$ cat config.mk
export PLATFORM = sky130hd
export DESIGN_NAME = stream_reader_flat
export DESIGN_NICKNAME = d
export VERILOG_FILES = /design/src/rtl/stream_reader_if.sv /design/src/rtl/stream_reader.sv /design/src/flat_wrapper.sv
export SDC_FILE = /design/constraint.sdc
export NUM_CORES = 2
export LEC_CHECK = 0
export CORE_ASPECT_RATIO = 0.6
export CORE_MARGIN = 2
export CORE_UTILIZATION = 30
export DETAILED_ROUTE_END_ITERATION = 10
export HOLD_SLACK_MARGIN = 0.05
export SETUP_SLACK_MARGIN = 0.15
export SLEW_MARGIN = 20
export SYNTH_ARGS = -nofsm -noshare
export SYNTH_HDL_FRONTEND = slang
export SYNTH_SLANG_ARGS = --single-unit
$ cat constraint.sdc
create_clock -name clock -period 10.6 [get_ports clock]
set_input_delay 1.59 -clock clock [delete_from_list [all_inputs] [get_ports clock]]
set_output_delay 1.59 -clock clock [all_outputs]
set_load 0.01 [all_outputs]
$ cat src/rtl/stream_reader_if.sv
// stream_reader_if: bundles the three channels that stream_reader serves.
//   Request  : req_valid / req_ready / req_len / req_addr_address, plus inProgress status
//   Data out : data_valid / data_ready / data (FIFO head toward the core)
//   Memory   : mem_ar_valid / mem_ar_ready / mem_ar_addr and mem_r_valid / mem_r_data
// Optional macro STREAM_READER_ERR_EN adds mem_r_err (memory -> reader) and err (reader -> core).
// Modport slave is the reader itself; master is the environment (core + memory).
interface stream_reader_if #(
    parameter int unsigned DATA_BYTES = 16,
    parameter int unsigned ADDR_BITS  = 64,
    parameter int unsigned LEN_BITS   = 34
);
    logic                    req_valid;
    logic                    req_ready;
    logic [LEN_BITS-1:0]     req_len;
    logic [ADDR_BITS-1:0]    req_addr_address;
    logic                    inProgress;
    logic                    data_valid;
    logic                    data_ready;
    logic [DATA_BYTES*8-1:0] data;
    logic                    mem_ar_valid;
    logic                    mem_ar_ready;
    logic [ADDR_BITS-1:0]    mem_ar_addr;
    logic                    mem_r_valid;
    logic [DATA_BYTES*8-1:0] mem_r_data;
`ifdef STREAM_READER_ERR_EN
    logic                    mem_r_err;
    logic                    err;
`endif

    modport slave (
        input  req_valid, req_len, req_addr_address, data_ready, mem_ar_ready,
               mem_r_valid, mem_r_data,
        output req_ready, inProgress, data_valid, data, mem_ar_valid, mem_ar_addr
`ifdef STREAM_READER_ERR_EN
        , input mem_r_err
        , output err
`endif
    );

    modport master (
        output req_valid, req_len, req_addr_address, data_ready, mem_ar_ready,
               mem_r_valid, mem_r_data,
        input  req_ready, inProgress, data_valid, data, mem_ar_valid, mem_ar_addr
`ifdef STREAM_READER_ERR_EN
        , output mem_r_err
        , input  err
`endif
    );
endinterface

$ cat src/rtl/stream_reader.sv
// stream_reader: read-channel responder for the accelerator cores. Takes one byte-length/address
// request at a time, splits it into single-beat memory reads, buffers returned beats in a
// credit-managed FIFO and streams them to the core in order.
// Ports:
//   clock   - single clock, rising edge
//   aresetn - asynchronous active-low reset
//   bus     - stream_reader_if.slave (request, data-out and memory channels)
// Optional feature macro STREAM_READER_ERR_EN: sticky err flag set by mem_r_valid && mem_r_err,
// cleared on the next request accept.
module stream_reader #(
    parameter int unsigned DATA_BYTES = 16,
    parameter int unsigned ADDR_BITS  = 64,
    parameter int unsigned LEN_BITS   = 34,
    parameter int unsigned FIFO_DEPTH = 8
) (
    input logic          clock,
    input logic          aresetn,
    stream_reader_if.slave bus
);
    localparam int unsigned OFF_BITS  = $clog2(DATA_BYTES);
    localparam int unsigned PTR_BITS  = $clog2(FIFO_DEPTH);
    localparam int unsigned CNT_BITS  = PTR_BITS + 1;
    localparam int unsigned DATA_BITS = DATA_BYTES * 8;

    localparam logic [ADDR_BITS-1:0] ADDR_MASK = ~(ADDR_BITS'(DATA_BYTES - 1));
    localparam logic [ADDR_BITS-1:0] ADDR_STEP = ADDR_BITS'(DATA_BYTES);
    localparam logic [CNT_BITS:0]    DEPTH_SUM = (CNT_BITS + 1)'(FIFO_DEPTH);

    typedef enum logic [1:0] {StIdle, StIssue, StDrain} state_e;

    state_e               r_state;
    logic                 r_req_ready;
    logic                 r_in_progress;
    logic [ADDR_BITS-1:0] r_addr;
    logic [LEN_BITS-1:0]  r_beats;
    logic [LEN_BITS-1:0]  r_issued;
    logic [LEN_BITS-1:0]  r_consumed;
    logic [CNT_BITS-1:0]  r_inflight;
    logic [CNT_BITS-1:0]  r_fifo_count;
    logic [PTR_BITS-1:0]  r_wr_ptr;
    logic [PTR_BITS-1:0]  r_rd_ptr;
    logic [DATA_BITS-1:0] r_fifo [FIFO_DEPTH];

    logic                 w_accept;
    logic [LEN_BITS-1:0]  w_req_beats;
    logic                 w_credit;
    logic                 w_ar_valid;
    logic                 w_ar_fire;
    logic                 w_push;
    logic                 w_pop;

    assign w_accept    = r_req_ready && bus.req_valid;
    assign w_req_beats = bus.req_len >> OFF_BITS;
    // Reads in flight plus beats already buffered may never exceed the FIFO, so every
    // returned beat is guaranteed a slot.
    assign w_credit    = ({1'b0, r_inflight} + {1'b0, r_fifo_count}) < DEPTH_SUM;
    assign w_ar_valid  = (r_state == StIssue) && (r_issued < r_beats) && w_credit;
    assign w_ar_fire   = w_ar_valid && bus.mem_ar_ready;
    assign w_push      = bus.mem_r_valid;
    assign w_pop       = (r_fifo_count != '0) && bus.data_ready;

    assign bus.req_ready    = r_req_ready;
    assign bus.inProgress   = r_in_progress;
    assign bus.mem_ar_valid = w_ar_valid;
    assign bus.mem_ar_addr  = r_addr;
    assign bus.data_valid   = (r_fifo_count != '0);
    // Forced to zero when empty so the unreset storage never leaks onto data.
    assign bus.data         = (r_fifo_count != '0) ? r_fifo[r_rd_ptr] : '0;

    always_ff @(posedge clock or negedge aresetn) begin
        if (!aresetn) begin
            r_state       <= StIdle;
            r_req_ready   <= 1'b0;
            r_in_progress <= 1'b0;
            r_addr        <= '0;
            r_beats       <= '0;
            r_issued      <= '0;
            r_consumed    <= '0;
            r_inflight    <= '0;
            r_fifo_count  <= '0;
            r_wr_ptr      <= '0;
            r_rd_ptr      <= '0;
        end else begin
            r_inflight   <= r_inflight + CNT_BITS'(w_ar_fire) - CNT_BITS'(w_push);
            r_fifo_count <= r_fifo_count + CNT_BITS'(w_push) - CNT_BITS'(w_pop);
            if (w_push) begin
                r_wr_ptr <= r_wr_ptr + PTR_BITS'(1);
            end
            if (w_pop) begin
                r_rd_ptr   <= r_rd_ptr + PTR_BITS'(1);
                r_consumed <= r_consumed + LEN_BITS'(1);
            end

            case (r_state)
                StIdle: begin
                    r_req_ready <= 1'b1;
                    if (w_accept) begin
                        r_beats    <= w_req_beats;
                        r_addr     <= bus.req_addr_address & ADDR_MASK;
                        r_issued   <= '0;
                        r_consumed <= '0;
                        // A sub-beat length carries no data: stay idle and ready.
                        if (w_req_beats != '0) begin
                            r_state       <= StIssue;
                            r_req_ready   <= 1'b0;
                            r_in_progress <= 1'b1;
                        end
                    end
                end
                StIssue: begin
                    if (w_ar_fire) begin
                        r_addr   <= r_addr + ADDR_STEP;
                        r_issued <= r_issued + LEN_BITS'(1);
                    end
                    if (r_issued == r_beats) begin
                        r_state <= StDrain;
                    end
                end
                StDrain: begin
                    if (r_consumed == r_beats) begin
                        r_state       <= StIdle;
                        r_req_ready   <= 1'b1;
                        r_in_progress <= 1'b0;
                    end
                end
                default: begin
                    r_state <= StIdle;
                end
            endcase
        end
    end

    always_ff @(posedge clock) begin
        if (w_push) begin
            r_fifo[r_wr_ptr] <= bus.mem_r_data;
        end
    end

`ifdef STREAM_READER_ERR_EN
    logic r_err;

    always_ff @(posedge clock or negedge aresetn) begin
        if (!aresetn) begin
            r_err <= 1'b0;
        end else if (w_accept) begin
            r_err <= 1'b0;
        end else if (bus.mem_r_valid && bus.mem_r_err) begin
            r_err <= 1'b1;
        end
    end

    assign bus.err = r_err;
`endif
endmodule

$ cat src/flat_wrapper.sv
// flat-port wrapper written by rule: the top's interface ports become plain ports
module stream_reader_flat 
#(
    parameter int unsigned DATA_BYTES = 16,
    parameter int unsigned ADDR_BITS  = 64,
    parameter int unsigned LEN_BITS   = 34,
    parameter int unsigned FIFO_DEPTH = 8
)
  (clock, aresetn, bus_req_valid, bus_req_len, bus_req_addr_address, bus_data_ready, bus_mem_ar_ready, bus_mem_r_valid, bus_mem_r_data, bus_req_ready, bus_inProgress, bus_data_valid, bus_data, bus_mem_ar_valid, bus_mem_ar_addr);
  stream_reader_if #(.DATA_BYTES(DATA_BYTES), .ADDR_BITS(ADDR_BITS), .LEN_BITS(LEN_BITS)) bus_i ();
  input logic clock;
  input logic aresetn;
  input wire logic [$bits(bus_i.req_valid)-1:0] bus_req_valid;
  input wire logic [$bits(bus_i.req_len)-1:0] bus_req_len;
  input wire logic [$bits(bus_i.req_addr_address)-1:0] bus_req_addr_address;
  input wire logic [$bits(bus_i.data_ready)-1:0] bus_data_ready;
  input wire logic [$bits(bus_i.mem_ar_ready)-1:0] bus_mem_ar_ready;
  input wire logic [$bits(bus_i.mem_r_valid)-1:0] bus_mem_r_valid;
  input wire logic [$bits(bus_i.mem_r_data)-1:0] bus_mem_r_data;
  output wire logic [$bits(bus_i.req_ready)-1:0] bus_req_ready;
  output wire logic [$bits(bus_i.inProgress)-1:0] bus_inProgress;
  output wire logic [$bits(bus_i.data_valid)-1:0] bus_data_valid;
  output wire logic [$bits(bus_i.data)-1:0] bus_data;
  output wire logic [$bits(bus_i.mem_ar_valid)-1:0] bus_mem_ar_valid;
  output wire logic [$bits(bus_i.mem_ar_addr)-1:0] bus_mem_ar_addr;
  assign bus_i.req_valid = bus_req_valid;
  assign bus_i.req_len = bus_req_len;
  assign bus_i.req_addr_address = bus_req_addr_address;
  assign bus_i.data_ready = bus_data_ready;
  assign bus_i.mem_ar_ready = bus_mem_ar_ready;
  assign bus_i.mem_r_valid = bus_mem_r_valid;
  assign bus_i.mem_r_data = bus_mem_r_data;
  assign bus_req_ready = bus_i.req_ready;
  assign bus_inProgress = bus_i.inProgress;
  assign bus_data_valid = bus_i.data_valid;
  assign bus_data = bus_i.data;
  assign bus_mem_ar_valid = bus_i.mem_ar_valid;
  assign bus_mem_ar_addr = bus_i.mem_ar_addr;
  stream_reader #(.DATA_BYTES(DATA_BYTES), .ADDR_BITS(ADDR_BITS), .LEN_BITS(LEN_BITS), .FIFO_DEPTH(FIFO_DEPTH)) u_core (.clock(clock), .aresetn(aresetn), .bus(bus_i));
endmodule
[After elaboration in Yosys (flattened, before gate mapping)]
Memories as Yosys holds them, arrays and structs flattened.
Cells that the tools add are included.
Word-level totals
  memory bits (writable): 1024
  memories kept: 1
  word-level logic and storage cells: 73
  register bits after elaboration: 180
  output and inout port bits: 196
  input bits: 232
Operators by class
  equality and inequality tests: 9
  reductions and logical operators: 15
  multiplexer cells: 25
  add/subtract/negate cells: 10
  $lt $le $gt $ge: 2
Memory list
  u_core.r_fifo: words 8, bits a word 128, rd ports 1, clocked after memory_dff 0, wr ports 1, line stream_reader.sv:42  | logic [DATA_BITS-1:0] r_fifo [FIFO_DEPTH];
Operators with widths (count)
  $mux W34: 5
  $mux W128: 1
  $mux W64: 2
  $pmux W64 S2: 1
  $add A34 B1 Y34 const B: 2
  $eq A34 B30 Y1: 2
  $pmux W34 S2: 1
  $add A64 B5 Y64 const B: 1
  $lt A34 B30 Y1: 1
  $reduce_bool A34 Y1: 1
  $add A4 B1 Y4: 2
  $mux W1: 8
  $mux W2: 4
  $ne A2 B1 Y1 const B: 4
  $reduce_and A4 Y1: 2
  $sub A4 B1 Y4: 2
  $add A3 B1 Y3 const B: 2
  $pmux W2 S3: 1
  $add A4 B4 Y5: 1
  $logic_and A1 B1 Y1: 5
  $lt A5 B4 Y1 const B: 1
  $pmux W1 S2: 2
  $reduce_and A2 Y1: 2
  $reduce_bool A2 Y1: 2
  other kinds (6): 6

[Longest topological paths before layout]
  depth in word-level cells: 6
  mapped depth: 14
  depth with buffers taken out: 13

[Worst setup path after synthesis]
Ideal clock, no wire load.
  path type: input to register
  from: input bus_mem_r_valid
  to: memory u_core.r_fifo[0][0] in the netlist's numbering, enable pin
  stages on the path: 2
  slack: -495 ps
  arrival time: 10323 ps
  library setup time: 772 ps
  cell sequence: nand2b_1 > nor3_1
On the way
  cells in the longest elaborated chain, start to end: 2
RTL lines
  from (decl): line flat_wrapper.sv:18  | input wire logic [$bits(bus_i.mem_r_valid)-1:0] bus_mem_r_valid;
  $mux W1: line stream_reader.sv:134  | if (w_push) begin
  $mux W1 (implied by the code): line stream_reader.sv:135  | r_fifo[r_wr_ptr] <= bus.mem_r_data;
  to (decl): line stream_reader.sv:42
No other way between the ends.

[Worst setup path in the final report]
  from: register u_core.r_rd_ptr[0]
  to: output bus_data[46]
On the way
  cells in the longest elaborated chain, start to end: 2
RTL lines
  from (decl): line stream_reader.sv:41  | logic [PTR_BITS-1:0] r_rd_ptr;
  from (signal assigned): line stream_reader.sv:90  | r_rd_ptr <= r_rd_ptr + PTR_BITS'(1);
  $mem_v2 Z8 W128
  $mux W128: line stream_reader.sv:68  | assign bus.data = (r_fifo_count != '0) ? r_fifo[r_rd_ptr] : '0;
  to (decl): line flat_wrapper.sv:23  | output wire logic [$bits(bus_i.data)-1:0] bus_data;
No other way between the ends.

==> impl_metrics.yaml <==
run_status:
  status: "finished clean"
final_layout:
  final_cell_mix: "1024 x edfxtp_1, 414 x clkdlybuf4s50_1, 256 x mux4_2"
  drive_gt1_share_pct: 15.1
  layout.nets: 3545
  final_common_cell: "edfxtp_1"
  final_cells: 5512
  area_growth_pct: 21.4
place:
  dp.cells: 5295
  hpwl_microns: 70600
  io_buffer_count: 415
  globalplace.congestion: 0.817
timing:
  timing.fmax_ghz: 0.169
  rsz0062_at_grt: "no"
  slew_headroom_pct: 24.8
  finalHoldViolations: 0
  tns_ns: 0
  skew_ns: 0.0521
  finalCriticalPeriod_ns: 5.92
  period_share_pct: 55.8
  worst_pin_slew_ns: 1.13
  setup_viol: 0
  slew_viol_final: 0
drt:
  drc: 0
  ant_nets: 0
  dr.pass1.iters: 6
  drtIter0Drc: 2451
  vias: 26962
  viasPerCell: 4.89
  wl_per_cell_microns: 21.7
  wirelength_microns: 119000
yosys:
  synth-main-ff-cell: "edfxtp_1"
  syn_inst: 2842
  syn_area_sq_um: 49100
  synth_edf_count: 1024
  yosysWarningCount: 0
  synth_area_per_cell_sq_um: 17.3
  synth-seq-area-share_pct: 71.6
  ys_types: 64
  async_reset_ff_share_pct: 14.7
  synth_seq_cells: 1200
power:
  ir_worst_vdd_mv: 0.198
  combPwrFrac_pct: 33.0
  clockPowerShare_pct: 27.0
  pwr-share-seq_pct: 40.0
  power_density_nw_per_um2: 254
  leakage_nw: 20.1
  p_sw_share_pct: 31.2
  power_switching_mw: 4.72
  internal-power_mw: 10.4
setup_path:
  worstSetupEndpointType: "output pin"
  startpoint_type: "flop"
  crit_arrival_ns: 4.33
  critPathKind: "flop to output pin"
  critical_path_peak_fanout: 90
  cp.required_ns: 9.01
global_routing:
  grt.busiest_layer: "met2"
  grtUsageMet3_pct: 3.59
  antenna_found_initial: 25
  track_usage_pct: 14.0
  grt_use_met2_pct: 21.0
  grt_pass1_wl_microns: 177000
  grt_pass1_vias: 26777
  grt_max_degree: 129
  gr-usage-met1_pct: 20.2
  overflow: 0
floorplanning:
  core_area_sq_um: 162000
  die_w_microns: 526
  start_util_pct: 30.3
  rows: 114
  die_h_microns: 317
  die_area_sq_um: 167000
  io_pins: 428
cts:
  clk_transition_reported_paths_ns: 0.06
  cts_setup_buffers: 0
  cts_hold_buf: 0
  clockBufferDepth: 3
  cts_root_buf: "clkbuf_16"
  cts_tree: "done"
  cts_buffers: 113
  clk-insertion-delay-late_ns: 0.76
  ctsResizeCount: 0
  clkSinkCount: 1200
  h-tree-depth: 3
job:
  maxCapViolations: 0
hold_path:
  hold_class: "flop to flop"
-- kinds of logic after synthesis --
| group | count (synthesis) | synth area share, % |
|---|---|---|
| flops | 1200 | 71.6 |
| simple gates | 585 | 5.50 |
| mux | 387 | 14.4 |
| compound gates | 336 | 4.19 |
| buf+inv | 214 | 1.72 |
| xor+xnor | 70 | 1.25 |
| fa+ha+maj | 49 | 1.28 |
| other cells | 1 | 0.00764 |
-- power by group through the flow --
stage / logic (mW) / clock network [mW] / registers, mW
after floorplan: 2.97 / 0 / 6.15
after global placement: 5.10 / 0 / 6.13
after global routing: 5.41 / 4.40 / 6.11
after CTS: 5.13 / 4.21 / 6.06
final: 5.00 / 4.09 / 6.05
after detailed placement: 5.11 / 0 / 6.15
-- path summary, 6_finish.rpt --
check / cells after the start / endpoint / slack (ns) / from
max: 6 / bus_data[46] / 4.68 / u_core.r_rd_ptr[0]
min: 1 / u_core.r_issued[32] / 0.49 / u_core.r_issued[32]
max reg2reg: 12 / u_core.r_inflight[1] / 6.49 / u_core.r_issued[9]
min reg2reg: 1 / u_core.r_issued[32] / 0.49 / u_core.r_issued[32]
max in group asynchronous: 3 / u_core.r_rd_ptr[1] / 7.63 / aresetn
min in group asynchronous: 1 / u_core.bus.mem_ar_addr[32] / 0.75 / aresetn
-- worst max-delay path, cell delays in order, from the launching register on --
cell and delay (ns):
dfrtp_4 0.74, buf_4 0.62, buf_12 0.62, mux4_2 0.58, mux2i_1 0.20, nor2_1 0.07
clkdlybuf4s50_1 0.62
-- layout make-up --
cell class / count / area (sq um)
clock buffers: 133 / 2920
inverters: 61 / 229
well taps: 2146 / 2690
flip-flops and latches: 1200 / 35200
clock inverters: 76 / 813
diodes: 8 / 20.0
fillers: 14950 / 102000
repair buffers: 457 / 4530
multi-input cells: 1431 / 13200
-- registers in the layout, indices dropped and copies added, names as in the netlist, 2 cells and up --
| signal | flops |
|---|---|
| u_core.r_fifo | 1024 |
| u_core.r_issued | 34 |
| u_core.r_consumed | 34 |
| u_core.r_fifo_count | 4 |
| u_core.bus.mem_ar_addr | 60 |
| u_core.r_beats | 30 |
| u_core.r_inflight | 4 |
| u_core.r_state | 2 |
| u_core.r_rd_ptr | 3 |
| u_core.r_wr_ptr | 3 |
-- through the flow --
stage	setup WS (ns)	cell area (sq um)	hold slack, ns	util, %	power, mW
5_1_grt	4.18	59600	0.517	36.8	15.9
3_3_place_gp	5.27	55800	0.475	34.5	11.2
4_1_cts	4.43	59500	0.494	36.8	15.4
2_1_floorplan	2.95	49100	0.451	-	9.12
6_report	4.68	59600	0.493	36.8	15.1
3_5_place_dp	5.26	55800	0.474	34.5	11.3
-- routing by layer --
metal | wire, microns | vias up
met1 | 55300 | 13950
met4 | 2610 | 30
met5 | 198 | -
li1 | - | 12071
met2 | 53600 | 712
met3 | 7730 | 199
-- synth_stat cells, types with 6 or more instances --
cell	number	area share [%]
buf_2	11	0.11
inv_1	59	0.45
edfxtp_1	1024	63
buf_1	39	0.30
nand2b_1	8	0.10
nand3_1	60	0.61
a21o_1	9	0.14
a21oi_1	85	0.87
a31oi_1	26	0.33
nand4_1	35	0.45
nor2_1	235	1.8
o21ai_0	81	0.83
and2_1	13	0.17
ha_1	47	1.2
o22a_1	6	0.11
o22ai_1	12	0.15
mux4_2	256	12
a22oi_1	6	0.092
xnor2_1	35	0.62
dfrtp_1	176	9.0
mux2i_1	130	2.7
o31ai_1	19	0.29
o21ai_1	44	0.45
and4_1	11	0.20
and3_1	27	0.34
clkbuf_1	96	0.73
nor3_1	18	0.18
o21a_1	6	0.092
xor2_1	35	0.62
nor4_1	26	0.33
nand2_1	134	1.0
No activity file was read; power rests on OpenSTA's default activity.
